### src/rtl/lgu_pkg.sv
// -----------------------------------------------------------------------------
// lgu_pkg
// Shared types and constants for the logic gate unit.
//   op_e          : 4-bit opcode encoding of the ten legal bitwise functions;
//                   codes 0xA..0xF are illegal.
//   LGU_ERR_CNT_W : width of the saturating illegal-opcode counter.
//   lgu_is_legal  : returns 1 when an opcode selects one of the ten functions.
// -----------------------------------------------------------------------------
package lgu_pkg;

   typedef enum logic [3:0] {
      OP_AND   = 4'd0,
      OP_OR    = 4'd1,
      OP_NOT_A = 4'd2,
      OP_NOT_B = 4'd3,
      OP_XOR   = 4'd4,
      OP_XNOR  = 4'd5,
      OP_BUF_A = 4'd6,
      OP_BUF_B = 4'd7,
      OP_NAND  = 4'd8,
      OP_NOR   = 4'd9
   } op_e;

   localparam int unsigned LGU_ERR_CNT_W = 8;

   function automatic logic lgu_is_legal(input op_e op);
      return (op <= OP_NOR);
   endfunction

endpackage

### src/rtl/lgu_fifo.sv
// -----------------------------------------------------------------------------
// lgu_fifo
// Circular-buffer FIFO with an explicit occupancy counter.
//   clk, rst_n : clock (rising edge), asynchronous active-low reset
//   push/wdata : write request and data (ignored when full)
//   pop/rdata  : read request (ignored when empty) and head data
//   full/empty : occupancy flags
//   count      : current occupancy, 0..DEPTH
// Pointers wrap from DEPTH-1 to 0 (DEPTH is a power of two). Storage is not
// reset; the consumer is expected to qualify rdata with !empty.
// -----------------------------------------------------------------------------
module lgu_fifo #(
   parameter int unsigned DW    = 9,
   parameter int unsigned DEPTH = 4
) (
   input  logic                     clk,
   input  logic                     rst_n,
   input  logic                     push,
   input  logic [DW-1:0]            wdata,
   input  logic                     pop,
   output logic [DW-1:0]            rdata,
   output logic                     full,
   output logic                     empty,
   output logic [$clog2(DEPTH):0]   count
);

   localparam int unsigned AW = $clog2(DEPTH);
   localparam int unsigned CW = AW + 1;
   localparam logic [CW-1:0] FULL_CNT = CW'(DEPTH);

   logic [DW-1:0] mem [DEPTH];
   logic [AW-1:0] wr_ptr;
   logic [AW-1:0] rd_ptr;
   logic          do_push;
   logic          do_pop;

   assign full    = (count == FULL_CNT);
   assign empty   = (count == '0);
   assign do_push = push && !full;
   assign do_pop  = pop && !empty;

   always_ff @(posedge clk or negedge rst_n) begin
      if (!rst_n) begin
         wr_ptr <= '0;
         rd_ptr <= '0;
         count  <= '0;
      end else begin
         if (do_push) wr_ptr <= wr_ptr + AW'(1);
         if (do_pop)  rd_ptr <= rd_ptr + AW'(1);
         case ({do_push, do_pop})
            2'b10:   count <= count + CW'(1);
            2'b01:   count <= count - CW'(1);
            default: count <= count;
         endcase
      end
   end

   always_ff @(posedge clk) begin
      if (do_push) mem[wr_ptr] <= wdata;
   end

   assign rdata = mem[rd_ptr];

endmodule

### src/rtl/logic_gate_unit.sv
// -----------------------------------------------------------------------------
// logic_gate_unit
// Applies one of ten bitwise logic functions to two WIDTH-bit operands and
// buffers {result, err} in a DEPTH-entry FIFO behind valid/ready handshakes.
//   clk, rst_n           : clock (rising edge), asynchronous active-low reset
//   in_valid/in_ready    : input handshake; in_ready = FIFO not full
//   in_op, in_a, in_b    : opcode (lgu_pkg::op_e encoding) and operands
//   out_valid/out_ready  : output handshake; out_valid = FIFO not empty
//   out_result, out_err  : head result and illegal-opcode flag (0 when empty)
//   count                : FIFO occupancy
//   err_cnt              : saturating count of accepted illegal opcodes
//   out_parity           : XOR-reduce of out_result, only with LGU_PARITY_EN
// Optional feature macro: LGU_PARITY_EN.
// -----------------------------------------------------------------------------
module logic_gate_unit
   import lgu_pkg::*;
#(
   parameter int unsigned WIDTH = 8,
   parameter int unsigned DEPTH = 4
) (
   input  logic                     clk,
   input  logic                     rst_n,
   input  logic                     in_valid,
   output logic                     in_ready,
   input  logic [3:0]               in_op,
   input  logic [WIDTH-1:0]         in_a,
   input  logic [WIDTH-1:0]         in_b,
   output logic                     out_valid,
   input  logic                     out_ready,
   output logic [WIDTH-1:0]         out_result,
   output logic                     out_err,
   output logic [$clog2(DEPTH):0]   count,
   output logic [LGU_ERR_CNT_W-1:0] err_cnt
`ifdef LGU_PARITY_EN
   ,
   output logic                     out_parity
`endif
);

`ifdef LGU_PARITY_EN
   localparam int unsigned DW = WIDTH + 2;
`else
   localparam int unsigned DW = WIDTH + 1;
`endif

   logic [WIDTH-1:0] calc_result;
   logic             calc_err;
   logic             accept;
   logic [DW-1:0]    wdata;
   logic [DW-1:0]    rdata;
   logic             fifo_full;
   logic             fifo_empty;

   always_comb begin
      calc_result = '0;
      calc_err    = !lgu_is_legal(op_e'(in_op));
      case (in_op)
         OP_AND:   calc_result = in_a & in_b;
         OP_OR:    calc_result = in_a | in_b;
         OP_NOT_A: calc_result = ~in_a;
         OP_NOT_B: calc_result = ~in_b;
         OP_XOR:   calc_result = in_a ^ in_b;
         OP_XNOR:  calc_result = ~(in_a ^ in_b);
         OP_BUF_A: calc_result = in_a;
         OP_BUF_B: calc_result = in_b;
         OP_NAND:  calc_result = ~(in_a & in_b);
         OP_NOR:   calc_result = ~(in_a | in_b);
         default:  calc_result = '0;
      endcase
   end

   assign accept = in_valid && in_ready;

`ifdef LGU_PARITY_EN
   assign wdata = {^calc_result, calc_err, calc_result};
`else
   assign wdata = {calc_err, calc_result};
`endif

   lgu_fifo #(
      .DW    (DW),
      .DEPTH (DEPTH)
   ) u_fifo (
      .clk   (clk),
      .rst_n (rst_n),
      .push  (accept),
      .wdata (wdata),
      .pop   (out_ready),
      .rdata (rdata),
      .full  (fifo_full),
      .empty (fifo_empty),
      .count (count)
   );

   assign in_ready  = !fifo_full;
   assign out_valid = !fifo_empty;

   // Storage is not reset, so the head fields are forced to 0 when empty.
   assign out_result = out_valid ? rdata[WIDTH-1:0] : '0;
   assign out_err    = out_valid ? rdata[WIDTH]     : 1'b0;
`ifdef LGU_PARITY_EN
   assign out_parity = out_valid ? rdata[WIDTH+1]   : 1'b0;
`endif

   always_ff @(posedge clk or negedge rst_n) begin
      if (!rst_n) begin
         err_cnt <= '0;
      end else if (accept && calc_err && (err_cnt != '1)) begin
         err_cnt <= err_cnt + LGU_ERR_CNT_W'(1);
      end
   end

endmodule

### config.mk
export PLATFORM = sky130hd
export DESIGN_NAME = logic_gate_unit
export DESIGN_NICKNAME = d
export VERILOG_FILES = /design/src/rtl/lgu_pkg.sv /design/src/rtl/lgu_fifo.sv /design/src/rtl/logic_gate_unit.sv
export SDC_FILE = /design/constraint.sdc
export NUM_CORES = 1
export LEC_CHECK = 0
export ABC_CLOCK_PERIOD_IN_PS = 4400
export CAP_MARGIN = 10
export CORE_ASPECT_RATIO = 0.9
export CORE_MARGIN = 2
export CORE_UTILIZATION = 45
export DETAILED_ROUTE_END_ITERATION = 10
export PLACE_DENSITY = 0.68
export SLEW_MARGIN = 20
export SYNTH_ARGS = -nofsm -noshare
export SYNTH_HDL_FRONTEND = slang
export SYNTH_SLANG_ARGS = --single-unit
### constraint.sdc
create_clock -name clk -period 4.4 [get_ports clk]
set_input_delay 0.88 -clock clk [delete_from_list [all_inputs] [get_ports clk]]
set_output_delay 0.88 -clock clk [all_outputs]
set_load 0.02 [all_outputs]
# == Yosys cells after proc, flatten, opt, wreduce, memory -nomap -nowiden ==
# Memory sizes are Yosys's and may differ from the RTL's.
# Cells that the tools add are included.
# W data, S select, Z words.
# totals
wordCells,49
mem_bits_rw,36
memories,1
in_bits,24
ff_bits,15
# mem_list
name,words,width,rd,rd_ports_with_merged_regs,write_ports,line,text
u_fifo.mem,4,9,1,0,1,lgu_fifo.sv:31,logic [DW-1:0] mem [DEPTH];
# op_classes
magnitude_cmp,1
mux,6
eq_ne,13
n_bitwise,8
reduce_logical,11
addsub,5
# ops
op,n
$pmux W8 S10,1
$not A8 Y8,5
$eq A4 B3 Y1 const B,4
$add A8 B1 Y8 const B,1
$and A8 B8 Y8,1
$eq A4 B2 Y1 const B,2
$eq A4 B4 Y1 const B,2
$mux W8,1
$ne A8 B8 Y1 const B,1
$or A8 B8 Y8,1
$xor A8 B8 Y8,1
$pmux W3 S2,1
$logic_and A1 B1 Y1,5
$add A2 B1 Y2 const B,2
$eq A4 B1 Y1 const B,1
$le A4 B4 Y1 const B,1
$logic_not A4 Y1,1
$add A3 B1 Y3 const B,1
$eq A3 B3 Y1 const B,1
$logic_not A1 Y1,3
$logic_not A3 Y1,1
$mux W1,3
$sub A3 B1 Y3 const B,1
$eq A2 B1 Y1 const B,1
other kinds (2),2

# == Logic depth before layout (Yosys ltp) ==
# depth
ltp_word,6
mapped_depth,9

# == Modules after synthesis ==
# Synthesis repeated with hierarchy kept, for this count alone.
# unflattened
cells_unflattened,297
area_unflattened_um2,3349.5
# by_module_without_submodules
mod,n_inst,area_per_inst_um2,cells_each,seq_area_each_um2
lgu_fifo,1,1739.2,84,1256.2
logic_gate_unit,1,1610.3,213,200.2

# == Least setup slack after synthesis ==
# Ideal clock, no wire load.
# synth_timing
path_kind,reg-to-output
from,reg u_fifo.rd_ptr[0]
to,out out_result[0]
path_slack_ps,2162
path_stages_with_launch,4
arrival_ps,1358
path_cell_list,dfrtp_1 buf_2 mux4_2 and2_1
# synth_via
elab_chain_cells,2
# synth_rtl
item,line,text
"start, declared",lgu_fifo.sv:33,logic [AW-1:0] rd_ptr;
"start signal, assigned",lgu_fifo.sv:49,if (do_pop) rd_ptr <= rd_ptr + AW'(1);
$mem_v2 Z4 W9,n/a,
$mux W8,logic_gate_unit.sv:99,assign out_result = out_valid ? rdata[WIDTH-1:0] : '0;
"end, declared",logic_gate_unit.sv:30,"output logic [WIDTH-1:0] out_result,"
# No other way between the ends.

# == Final worst setup path ==
# layout_timing
from,reg u_fifo.rd_ptr[0]
to,out out_result[3]
# The elaborated chain is that of the path after synthesis.

==> metrics.yaml <==
status: "complete, no violations"
critPathRequiredTime_ns: 3.52
cts_setup_buffers: 0
antenna_found_initial: 0
worstHoldEndpoint: "err_cnt[7]"
slew_viol_final: 0
start_util_pct: 46.2
cp-end-kind: "output port"
ant_nets: 0
vias: 2191
synth_seq_cells: 51
syn_area_per_cell_um2: 11.6
period_needed_ns: 3.25
synth_top_area_share_pct: 33.4
portBuffers: 45
synthArstFlopShare_pct: 29.4
synth_common_cells: "36 x edfxtp_1, 23 x inv_1, 22 x ha_1, 17 x xor2_1, 15 x dfrtp_1"
max_cap_violations: 0
ys_top_cells_by_area: "edfxtp_1 33%, dfrtp_1 12%, ha_1 8.5%"
min_path_type: "reg -> reg"
drc: 0
synth_nets: 325
detail_route.iter0.violations: 92
crit_arrival_ns: 2.37
r2r_cells: 8
crit_path_start_kind: "flop"
setup_tns_ns: 0
finalWorstSetupSlack_ns: 1.15
synth_area_um2: 3230
post-route-util_pct: 54.6
crit_chain: "mux4_2, and2_1, clkdlybuf4s50_1"
htree_levels: 2
cts_resized: 0
wl_per_cell_um: 14.1
hold_buffers: 0
cp_max_fo: 11
clockRootBuffer: "clkbuf_8"
ys_types: 52
grt_pass1_vias: 1972
max_stage_delay_ns: 0.76
place_hpwl_um: 4320
hold_path_startpoint: "err_cnt[7]"
setup.worst_path.class: "reg -> out"
cts_buffer_depth: 2
cts_sinks: 51
via_per_inst: 5.34
row_count: 29
synth_warnings: 0
worst_pin_slew_ns: 0.874
r2r_slack_ns: 2.13
dieHeight_um: 84.4
gp_congestion: 0.873
peakVddDrop_v: 0.000199
synth_flop_cell: "edfxtp_1"
drive_above_1_share_pct: 9.15
setup_viol: 0
diodes: 0
die_x_um: 93.3
yosysMostFrequentCell: "edfxtp_1"
seq_area_frac_synth_pct: 45.0
max_freq_mhz: 308
clk_latency_ns: 0.30
worstHoldPathCells: 1
relSlewSlack_pct: 41.5
overflow: 0
powerDensity_nw_per_um2: 495
dr.pass1.iters: 4
rsz0062_at_grt: "no"
nets: 363
area_growth_pct: 18.3
finalHoldViolCount: 0
finClkSkew_ns: 0.00582
synth_edf_count: 36
fp.dieArea_um2: 7880
wirelength_um: 5770
cts_tree: "done"
r2r_end: "u_fifo.count[2]"
ios: 46
synthCells: 278
grt_first_pass_wirelength_um: 9690
finalCritPeriodShare_pct: 73.8
clkTransAtPathRegs_ns: 0.09
core_area_um2: 7000
pre_cts_ws_ns: 1.06
cp_slowest_cell: "dfrtp_1"
grt_max_degree: 25
r2r_start: "u_fifo.count[1]"
yosysTopAreaCell: "edfxtp_1"
power.leakage_nw: 1.48
cts-buffers-inserted: 5
grt_usage_pct: 15.4
[area by class of cell]
cell class | instances | area [um^2]
repair buffers | 49 | 480
clock buffers | 8 | 100
well taps | 93 | 116
fillers | 597 | 3180
inverters | 23 | 86.3
multi-input cells | 186 | 1590
flip-flops and latches | 51 | 1460
[worst max-delay path, delay by kind of cell (launching register included)]
family | cells | cell delay [ns]
DFF | 1 | 0.76
muxes | 1 | 0.59
buffers and inverters | 1 | 0.53
and+or+nand+nor | 1 | 0.18
[placed cells by master, fill, tap and decap left out, types with 3 or more instances in the layout]
cell type        synthesis  layout
a21oi_1                 11      11
a31o_2                   3       3
and2_1                  10      10
and3_1                   4       4
buf_4                    1       4
clkbuf_8                 0       7
clkdlybuf4s50_1          0      45
dfrtp_1                 15      15
edfxtp_1                36      36
ha_1                    22      22
inv_1                   23      23
mux2i_1                  4       4
mux4_2                   9       9
nand2_1                  7       7
nand2b_1                 3       3
nand3_1                  9       9
nand3b_1                 5       5
nor2_1                   9       9
nor2b_1                  3       3
nor3_1                   6       6
nor3b_1                  4       4
nor4_1                   4       4
o21ai_0                  5       5
o221ai_1                 3       3
o31ai_1                  3       3
xnor2_1                 14      14
xor2_1                  17      17
[where the power goes]
| group | leakage [nW] | total (mW) | switching, mW | internal [mW] |
|---|---|---|---|---|
| combinational | 0.912 | 0.845 | 0.403 | 0.442 |
| clock | 0.0515 | 0.282 | 0.139 | 0.143 |
| sequential | 0.520 | 0.768 | 0.113 | 0.655 |
| total | 1.48 | 1.89 | 0.655 | 1.24 |
[per-layer routing]
| layer | vias to the layer above | track usage (%) | wire [um] | part of all wire, % |
|---|---|---|---|---|
| met5 | - | 0 | 0 | 0 |
| met4 | 0 | 4.41 | 71 | 1.2 |
| met3 | 6 | 2.33 | 200 | 3.5 |
| met2 | 46 | 22.9 | 2620 | 45 |
| met1 | 1054 | 23.4 | 2880 | 50 |
| li1 | 1085 | - | - | - |
[worst max path at each step]
stage | startpoint | end | cells after the start | slack [ns]
final | u_fifo.rd_ptr[0] | out_result[3] | 3 | 1.15
after global routing | u_fifo.rd_ptr[0] | out_result[3] | 3 | 1.04
after CTS | u_fifo.rd_ptr[0] | out_result[4] | 3 | 1.11
after detailed placement | in_op[2] | u_fifo.mem[1][0] | 5 | 1.06
after global placement | in_op[2] | u_fifo.mem[1][0] | 5 | 1.11
after floorplan | u_fifo.rd_ptr[0] | out_result[0] | 3 | 2.16
[cells by family (layout without fill, tap and decap cells)]
| logic type | count (synthesis) | after routing | synth area share, % |
|---|---|---|---|
| XOR/XNOR | 31 | 31 | 8.40 |
| AO/OA/AOI/OAI | 42 | 42 | 9.21 |
| buffers and inverters | 41 | 80 | 5.88 |
| AND/OR/NAND/NOR | 75 | 75 | 14.0 |
| flip-flops | 51 | 51 | 45.0 |
| adder cells (fa/ha/maj) | 23 | 23 | 9.13 |
| multiplexers | 15 | 15 | 8.32 |
[registers in the layout, indices dropped and copies added, names as in the netlist]
register and cells:
u_fifo.rd_ptr 2, err_cnt 8, u_fifo.mem 36, u_fifo.wr_ptr 2, u_fifo.count 3
[through the flow]
stage	cells	power [mW]	area, um^2	hold slack [ns]
3_3_place_gp	402	1.62	3730	0.478
6_report	410	1.89	3830	0.501
2_1_floorplan	278	1.31	3230	0.498
3_5_place_dp	402	1.64	3730	0.492
4_1_cts	410	1.92	3830	0.507
5_1_grt	410	2.02	3830	0.532
No activity file was read; power rests on OpenSTA's default activity.
